<file path="src/rtl/axis_beam_sync_if.sv">
// AXI-Stream handshake bundle between the beam sync controller, its upstream
// per-stream sources and the downstream summed output.
interface axis_beam_sync_if #(
  parameter int unsigned NUM_STREAMS = 8
);

  logic [NUM_STREAMS-1:0] s_tvalid;
  logic [NUM_STREAMS-1:0] s_tlast;
  logic [NUM_STREAMS-1:0] s_tready;
  logic                   m_tready;

  // Stimulus / upstream side
  modport master (
    output s_tvalid,
    output s_tlast,
    output m_tready,
    input  s_tready
  );

  // Controller side
  modport slave (
    input  s_tvalid,
    input  s_tlast,
    input  m_tready,
    output s_tready
  );

endinterface

</file>
<file path="src/rtl/axis_beam_sync_ctrl.sv">
// Beam-sum sequencer: aligns NUM_STREAMS AXI-Stream inputs, consumes them in
// lockstep while the adder sums, drains after a tlast misalignment and falls
// back to channel00 bypass when alignment times out.
// Optional macro BEAM_SYNC_STATS_EN adds the completed-frame counter frame_cnt.
module axis_beam_sync_ctrl #(
  parameter int unsigned NUM_STREAMS = 8,
  parameter int unsigned FRAME_LEN   = 256,
  parameter int unsigned TIMEOUT     = 1024
) (
  input  logic                 clock,
  input  logic                 resetn,
  input  logic                 enable,
  input  logic                 clear_err,
  axis_beam_sync_if.slave      bus,
  output logic                 sum_en,
  output logic                 bypass,
  output logic [2:0]           state,
  output logic [15:0]          beat_cnt,
  output logic                 misalign_err,
  output logic [31:0]          frame_cnt
);

  localparam int unsigned WAIT_W = (TIMEOUT > 2) ? $clog2(TIMEOUT) : 1;
  localparam logic [15:0]       LAST_BEAT = 16'(FRAME_LEN - 1);
  localparam logic [WAIT_W-1:0] WAIT_LAST = WAIT_W'(TIMEOUT - 1);

  typedef enum logic [2:0] {
    IDLE   = 3'd0,
    ALIGN  = 3'd1,
    SUM    = 3'd2,
    DRAIN  = 3'd3,
    BYPASS = 3'd4
  } state_t;

  state_t                 state_q, state_d;
  logic [WAIT_W-1:0]      wait_q, wait_d;
  logic [15:0]            beat_cnt_q, beat_cnt_d;
  logic [NUM_STREAMS-1:0] drain_mask_q, drain_mask_d;
  logic                   misalign_q, misalign_d;
  logic                   bypass_q, bypass_d;

  logic                   all_valid_c;
  logic                   all_last_c;
  logic                   any_last_c;
  logic                   at_last_beat_c;
  logic                   misalign_now_c;
  logic [NUM_STREAMS-1:0] s_tready_c;
  logic [NUM_STREAMS-1:0] drain_next_c;

  assign all_valid_c    = &bus.s_tvalid;
  assign all_last_c     = &bus.s_tlast;
  assign any_last_c     = |bus.s_tlast;
  assign at_last_beat_c = (beat_cnt_q == LAST_BEAT);

  // Summed-beat handshake; gated by reset so nothing is consumed while held in reset
  assign sum_en = resetn & (state_q == SUM) & bus.m_tready & all_valid_c;

  // Partial tlast, or a full tlast before the final beat, breaks frame alignment
  assign misalign_now_c = sum_en &
                          ((any_last_c & ~all_last_c) | (all_last_c & ~at_last_beat_c));

  // Streams whose tlast has been seen, including any accepted this cycle
  assign drain_next_c = drain_mask_q | (s_tready_c & bus.s_tvalid & bus.s_tlast);

  // Per-stream tready: lockstep in SUM, per-stream in DRAIN, follow downstream in BYPASS
  always_comb begin
    s_tready_c = '0;
    if (resetn) begin
      unique case (state_q)
        SUM:     s_tready_c = {NUM_STREAMS{bus.m_tready & all_valid_c}};
        DRAIN:   s_tready_c = ~drain_mask_q;
        BYPASS:  s_tready_c = {NUM_STREAMS{bus.m_tready}};
        default: s_tready_c = '0;
      endcase
    end
  end

  assign bus.s_tready = s_tready_c;

  // Next-state, counters, drain mask and sticky error
  always_comb begin
    state_d      = state_q;
    wait_d       = wait_q;
    beat_cnt_d   = beat_cnt_q;
    drain_mask_d = drain_mask_q;
    misalign_d   = clear_err ? 1'b0 : misalign_q;

    unique case (state_q)
      IDLE: begin
        wait_d       = '0;
        beat_cnt_d   = '0;
        drain_mask_d = '0;
        if (enable) begin
          state_d = ALIGN;
        end
      end

      ALIGN: begin
        if (!enable) begin
          state_d = IDLE;
          wait_d  = '0;
        end else if (all_valid_c) begin
          state_d    = SUM;
          beat_cnt_d = '0;
          wait_d     = '0;
        end else if (wait_q == WAIT_LAST) begin
          state_d = BYPASS;
          wait_d  = '0;
        end else begin
          wait_d = wait_q + WAIT_W'(1);
        end
      end

      SUM: begin
        if (sum_en) begin
          beat_cnt_d = at_last_beat_c ? 16'd0 : beat_cnt_q + 16'd1;
          if (misalign_now_c) begin
            state_d      = DRAIN;
            drain_mask_d = bus.s_tlast;
          end else if (at_last_beat_c && !enable) begin
            state_d = IDLE;
          end
        end
      end

      DRAIN: begin
        drain_mask_d = drain_next_c;
        if (&drain_next_c) begin
          state_d      = ALIGN;
          drain_mask_d = '0;
          wait_d       = '0;
        end
      end

      BYPASS: begin
        wait_d = '0;
        if (!enable) begin
          state_d = IDLE;
        end else if (bus.m_tready && all_valid_c && all_last_c) begin
          state_d = ALIGN;
        end
      end

      default: begin
        state_d = IDLE;
      end
    endcase

    // A new error wins over a simultaneous clear
    if (misalign_now_c) begin
      misalign_d = 1'b1;
    end
  end

  assign bypass_d = (state_d == BYPASS);

  // State and status registers, synchronous active-low reset
  always_ff @(posedge clock) begin
    if (!resetn) begin
      state_q      <= IDLE;
      wait_q       <= '0;
      beat_cnt_q   <= '0;
      drain_mask_q <= '0;
      misalign_q   <= 1'b0;
      bypass_q     <= 1'b0;
    end else begin
      state_q      <= state_d;
      wait_q       <= wait_d;
      beat_cnt_q   <= beat_cnt_d;
      drain_mask_q <= drain_mask_d;
      misalign_q   <= misalign_d;
      bypass_q     <= bypass_d;
    end
  end

  assign state        = state_q;
  assign beat_cnt     = beat_cnt_q;
  assign misalign_err = misalign_q;
  assign bypass       = bypass_q;

`ifdef BEAM_SYNC_STATS_EN
  logic        frame_end_c;
  logic [31:0] frame_cnt_q, frame_cnt_d;

  assign frame_end_c = sum_en & at_last_beat_c & ~misalign_now_c;

  // Completed summed frames, free-running wrap at 2^32
  always_comb begin
    frame_cnt_d = frame_cnt_q;
    if (frame_end_c) begin
      frame_cnt_d = frame_cnt_q + 32'd1;
    end
  end

  // Frame counter register
  always_ff @(posedge clock) begin
    if (!resetn) begin
      frame_cnt_q <= '0;
    end else begin
      frame_cnt_q <= frame_cnt_d;
    end
  end

  assign frame_cnt = frame_cnt_q;
`else
  assign frame_cnt = '0;
`endif

endmodule
</file>
<file path="src/flat_wrapper.sv">
// flat-port wrapper written by rule: the top's interface ports become plain ports
module axis_beam_sync_ctrl_flat 
#(
  parameter int unsigned NUM_STREAMS = 8,
  parameter int unsigned FRAME_LEN   = 256,
  parameter int unsigned TIMEOUT     = 1024
)
  (clock, resetn, enable, clear_err, sum_en, bypass, state, beat_cnt, misalign_err, frame_cnt, bus_s_tvalid, bus_s_tlast, bus_m_tready, bus_s_tready);
  axis_beam_sync_if #(.NUM_STREAMS(NUM_STREAMS)) bus_i ();
  input  logic clock;
  input  logic resetn;
  input  logic enable;
  input  logic clear_err;
  output logic sum_en;
  output logic bypass;
  output logic [2:0] state;
  output logic [15:0] beat_cnt;
  output logic misalign_err;
  output logic [31:0] frame_cnt;
  input wire logic [$bits(bus_i.s_tvalid)-1:0] bus_s_tvalid;
  input wire logic [$bits(bus_i.s_tlast)-1:0] bus_s_tlast;
  input wire logic [$bits(bus_i.m_tready)-1:0] bus_m_tready;
  output wire logic [$bits(bus_i.s_tready)-1:0] bus_s_tready;
  assign bus_i.s_tvalid = bus_s_tvalid;
  assign bus_i.s_tlast = bus_s_tlast;
  assign bus_i.m_tready = bus_m_tready;
  assign bus_s_tready = bus_i.s_tready;
  axis_beam_sync_ctrl #(.NUM_STREAMS(NUM_STREAMS), .FRAME_LEN(FRAME_LEN), .TIMEOUT(TIMEOUT)) u_core (.clock(clock), .resetn(resetn), .enable(enable), .clear_err(clear_err), .bus(bus_i), .sum_en(sum_en), .bypass(bypass), .state(state), .beat_cnt(beat_cnt), .misalign_err(misalign_err), .frame_cnt(frame_cnt));
endmodule
</file>
<file path="config.mk">
export PLATFORM = sky130hd
export DESIGN_NAME = axis_beam_sync_ctrl_flat
export DESIGN_NICKNAME = d
export VERILOG_FILES = /design/src/rtl/axis_beam_sync_if.sv /design/src/rtl/axis_beam_sync_ctrl.sv /design/src/flat_wrapper.sv
export SDC_FILE = /design/constraint.sdc
export NUM_CORES = 1
export LEC_CHECK = 0
export BUFFER_PORTS_ARGS = -buffer_cell sky130_fd_sc_hd__buf_2
export CAP_MARGIN = 0
export CORE_UTILIZATION = 56
export CTS_CLUSTER_DIAMETER = 30
export DETAILED_ROUTE_END_ITERATION = 16
export PLACE_DENSITY = 0.91
export SLEW_MARGIN = 15
export SYNTH_ARGS = -nofsm -noshare
export SYNTH_HDL_FRONTEND = slang
export SYNTH_SLANG_ARGS = --single-unit
</file>
<file path="constraint.sdc">
create_clock -name clock -period 3.5 [get_ports clock]
set_input_delay 0.35 -clock clock [delete_from_list [all_inputs] [get_ports clock]]
set_output_delay 0.35 -clock clock [all_outputs]
set_load 0.005 [all_outputs]
</file>
==> impl_metrics.csv <==
group,metric,value,unit
clocking,path_clk_slew,0.08,ns
final_layout,final_cell_mix,"nor2_1 (65), buf_2 (50), dfxtp_1 (39)",
sta,setup_ws,0.687,ns
logic_synthesis,syn-instance-count,362,
global_route,antenna_found_initial,0,
clocking,cts_root_buf,"clkbuf_8",
critical_path,setup.worst_path.end_class,"register",
logic_synthesis,ys_ff_latch,39,
drt,drt_first_pass_iters,7,
critical_path,cpPeakStageDelay,0.53,ns
pwr,seqPwrFrac,0.488,
floorplanning,dieArea,5190,um^2
drt,num_vias,2776,
floorplanning,io_pins,83,
sta,fmaxAchievable,355,MHz
logic_synthesis,synthFlopType,"dfxtp_1",
final_layout,area_growth,10.5,%
critical_path,cp.required,3.66,ns
sta,slew_viol_final,0,
hold_path,hp-class,"primary input to register",
sta,worstMarginPinSlew,0.616,ns
final_layout,drive_gt1_frac,0.203,
global_route,grt_max_degree,20,
drt,postRouteAntennaNets,0,
final_layout,fin_nets,430,
final_layout,final_area,3040,um^2
floorplanning,dieHeight,72.1,um
pwr,powerDensity,302,nW/um^2
clocking,numCtsBuffers,5,
pwr,internal_power,0.686,mW
critical_path,critPathKind,"register to register",
sta,setup_viol,0,
clocking,cts_hold_buf,0,
sta,hold_viol,0,
critical_path,start_kind,"register",
pwr,power_frac_clock,0.420,
critical_path,path_delay_family,"simple AND/OR/NAND/NOR gates",
placed_design,post-place-ws,0.832,ns
run,drv_cap,0,
pwr,combPwrFrac,0.092,
sta,rsz0062_at_grt,"no",
logic_synthesis,yosysSeqAreaShare,0.284,
final_layout,fin_util,0.643,
logic_synthesis,yosysUniqueCellTypes,51,
sta,min_period,2.81,ns
sta,max_slew_margin,0.587,
critical_path,path_buf_inv,0,
critical_path,critPathMaxFanout,19,
sta,fin_skew,0.00813,ns
global_route,grt_pass1_vias,2584,
critical_path,slowest_stage,"nor4_4",
clocking,cts_max_level,2,
global_route,grt-ovfl-total,0,
placed_design,hpwl,5140,um
placed_design,dpl_cell_area,2920,um^2
final_layout,mostFrequentLayoutCell,"nor2_1",
placed_design,dp_cells,467,
drt,wire_per_inst,14.8,um
logic_synthesis,synth_edf_count,0,
sta,fin_crit_sh,0.804,
pwr,p_total,0.918,mW
global_route,track_usage,0.273,
clocking,insertion_delay,0.30,ns
drt,drc,0,
floorplanning,initial_utilization,0.582,
final_layout,fin_cells,475,
drt,drt-total-wl,7010,um
drt,drt-initial-drc-count,172,
pwr,peakVddDrop,0.000492,V
logic_synthesis,async_flop_share,0,
critical_path,arrival,2.98,ns
run_status,status,"completed",
placed_design,io_buffers,50,
floorplanning,coreArea,4720,um^2
clocking,cts_max_path_buffers,2,
pwr,p_sw_frac,0.252,
floorplanning,row_count,25,
final_layout,diodes,0,
logic_synthesis,yosys_warnings,0,
sta,holdWs,0.344,ns
placed_design,gp_congestion,0.939,
clocking,numClockSinks,39,
pwr,p_leak,1.24,nW
clocking,cts-resized-gates,0,
sta,finalSetupTns,0,ns
pwr,p_sw,0.231,mW
floorplanning,die_w,72.1,um
clocking,postCtsSetupRepairBufs,0,
drt,viasPerCell,5.84,
critical_path,worstPathCellList,"and3b_1, a31o_1, a311oi_1, nor4_4, a21oi_4, nor2_4, o32ai_1",
clocking,tritoncts,"done",
global_route,grt_pass1_wl,11400,um
logic_synthesis,netlist_area,2750,um^2
logic_synthesis,synth.avg_cell_area,7.59,um^2
==> routing by layer <==
layer  vias to the layer above  wire length (um)  global-route usage
met4                         0               144               0.124
met2                       136              3420               0.457
met5                         -                 0                   0
li1                       1324                 -                   -
met1                      1297              2930               0.338
met3                        19               513              0.0556
==> Yosys cell counts, drive strengths merged (3+ instances only) <==
cell	count	area, um^2
a32oi	6	52.6
inv	9	33.8
nor2	67	262
nand4	9	56.3
xor2	10	87.6
nand2	33	124
xnor2	5	43.8
dfxtp	39	781
buf	39	285
a31oi	5	31.3
a211oi	11	118
nand3	9	45.0
a221oi	11	121
o21ai	17	85.1
nor2b	6	37.5
and4	3	26.3
nor3	10	60.1
nor4	8	80.1
a21oi	21	116
nand2b	4	25.0
clkbuf	10	37.5
and3	6	37.5
==> final timing paths <==
path / startpoint / endpoint / slack [ns] / cells past startpoint
worst max-delay path: u_core.state[2]$_SDFF_PN0_ / u_core.wait_q[8]$_SDFFE_PN0P_ / 0.69 / 7
worst min-delay path: clear_err / u_core.misalign_err$_SDFFE_PN0P_ / 0.34 / 3
worst max register to register: u_core.state[2]$_SDFF_PN0_ / u_core.wait_q[8]$_SDFFE_PN0P_ / 0.69 / 7
worst min register to register: u_core.wait_q[0]$_SDFFE_PN0P_ / u_core.wait_q[0]$_SDFFE_PN0P_ / 0.50 / 1
==> worst min-delay path, stage by stage <==
cell and delay [ns]:
buf_2 0.08, nand2b_1 0.10, a21oi_1 0.06
==> sequential cells by signal, summed over array words and instances, names as in the netlist <==
| name | count |
|---|---|
| u_core.beat_cnt | 16 |
| u_core.bypass | 1 |
| u_core.drain_mask_q | 8 |
| u_core.misalign_err | 1 |
| u_core.state | 3 |
| u_core.wait_q | 10 |
==> power groups by stage <==
stage / Sequential, mW / Combinational, mW / Clock (mW)
6_report: 0.448 / 0.0842 / 0.385
3_3_place_gp: 0.459 / 0.0809 / 0
4_1_cts: 0.448 / 0.0822 / 0.393
5_1_grt: 0.449 / 0.0938 / 0.415
2_1_floorplan: 0.459 / 0.0748 / 0
3_5_place_dp: 0.458 / 0.0814 / 0
==> logic make-up after synthesis <==
logic type                 share of synthesized area
buffers and inverters                          0.130
other                                        0.00136
DFF                                            0.284
adders and majority gates                    0.00910
AOI/OAI and AO/OA                              0.224
and+or+nand+nor                                0.304
xor gates and xnor gates                      0.0478
==> final cells by class <==
| cell class | count | area [um^2] |
|---|---|---|
| flip-flops and latches | 39 | 781 |
| repair buffers | 56 | 295 |
| well taps | 67 | 83.8 |
| fillers | 400 | 1690 |
| clock inverters | 3 | 47.5 |
| inverters | 9 | 33.8 |
| multi-input cells | 296 | 1730 |
| clock buffers | 5 | 68.8 |
(Power assumes the default switching activity.)
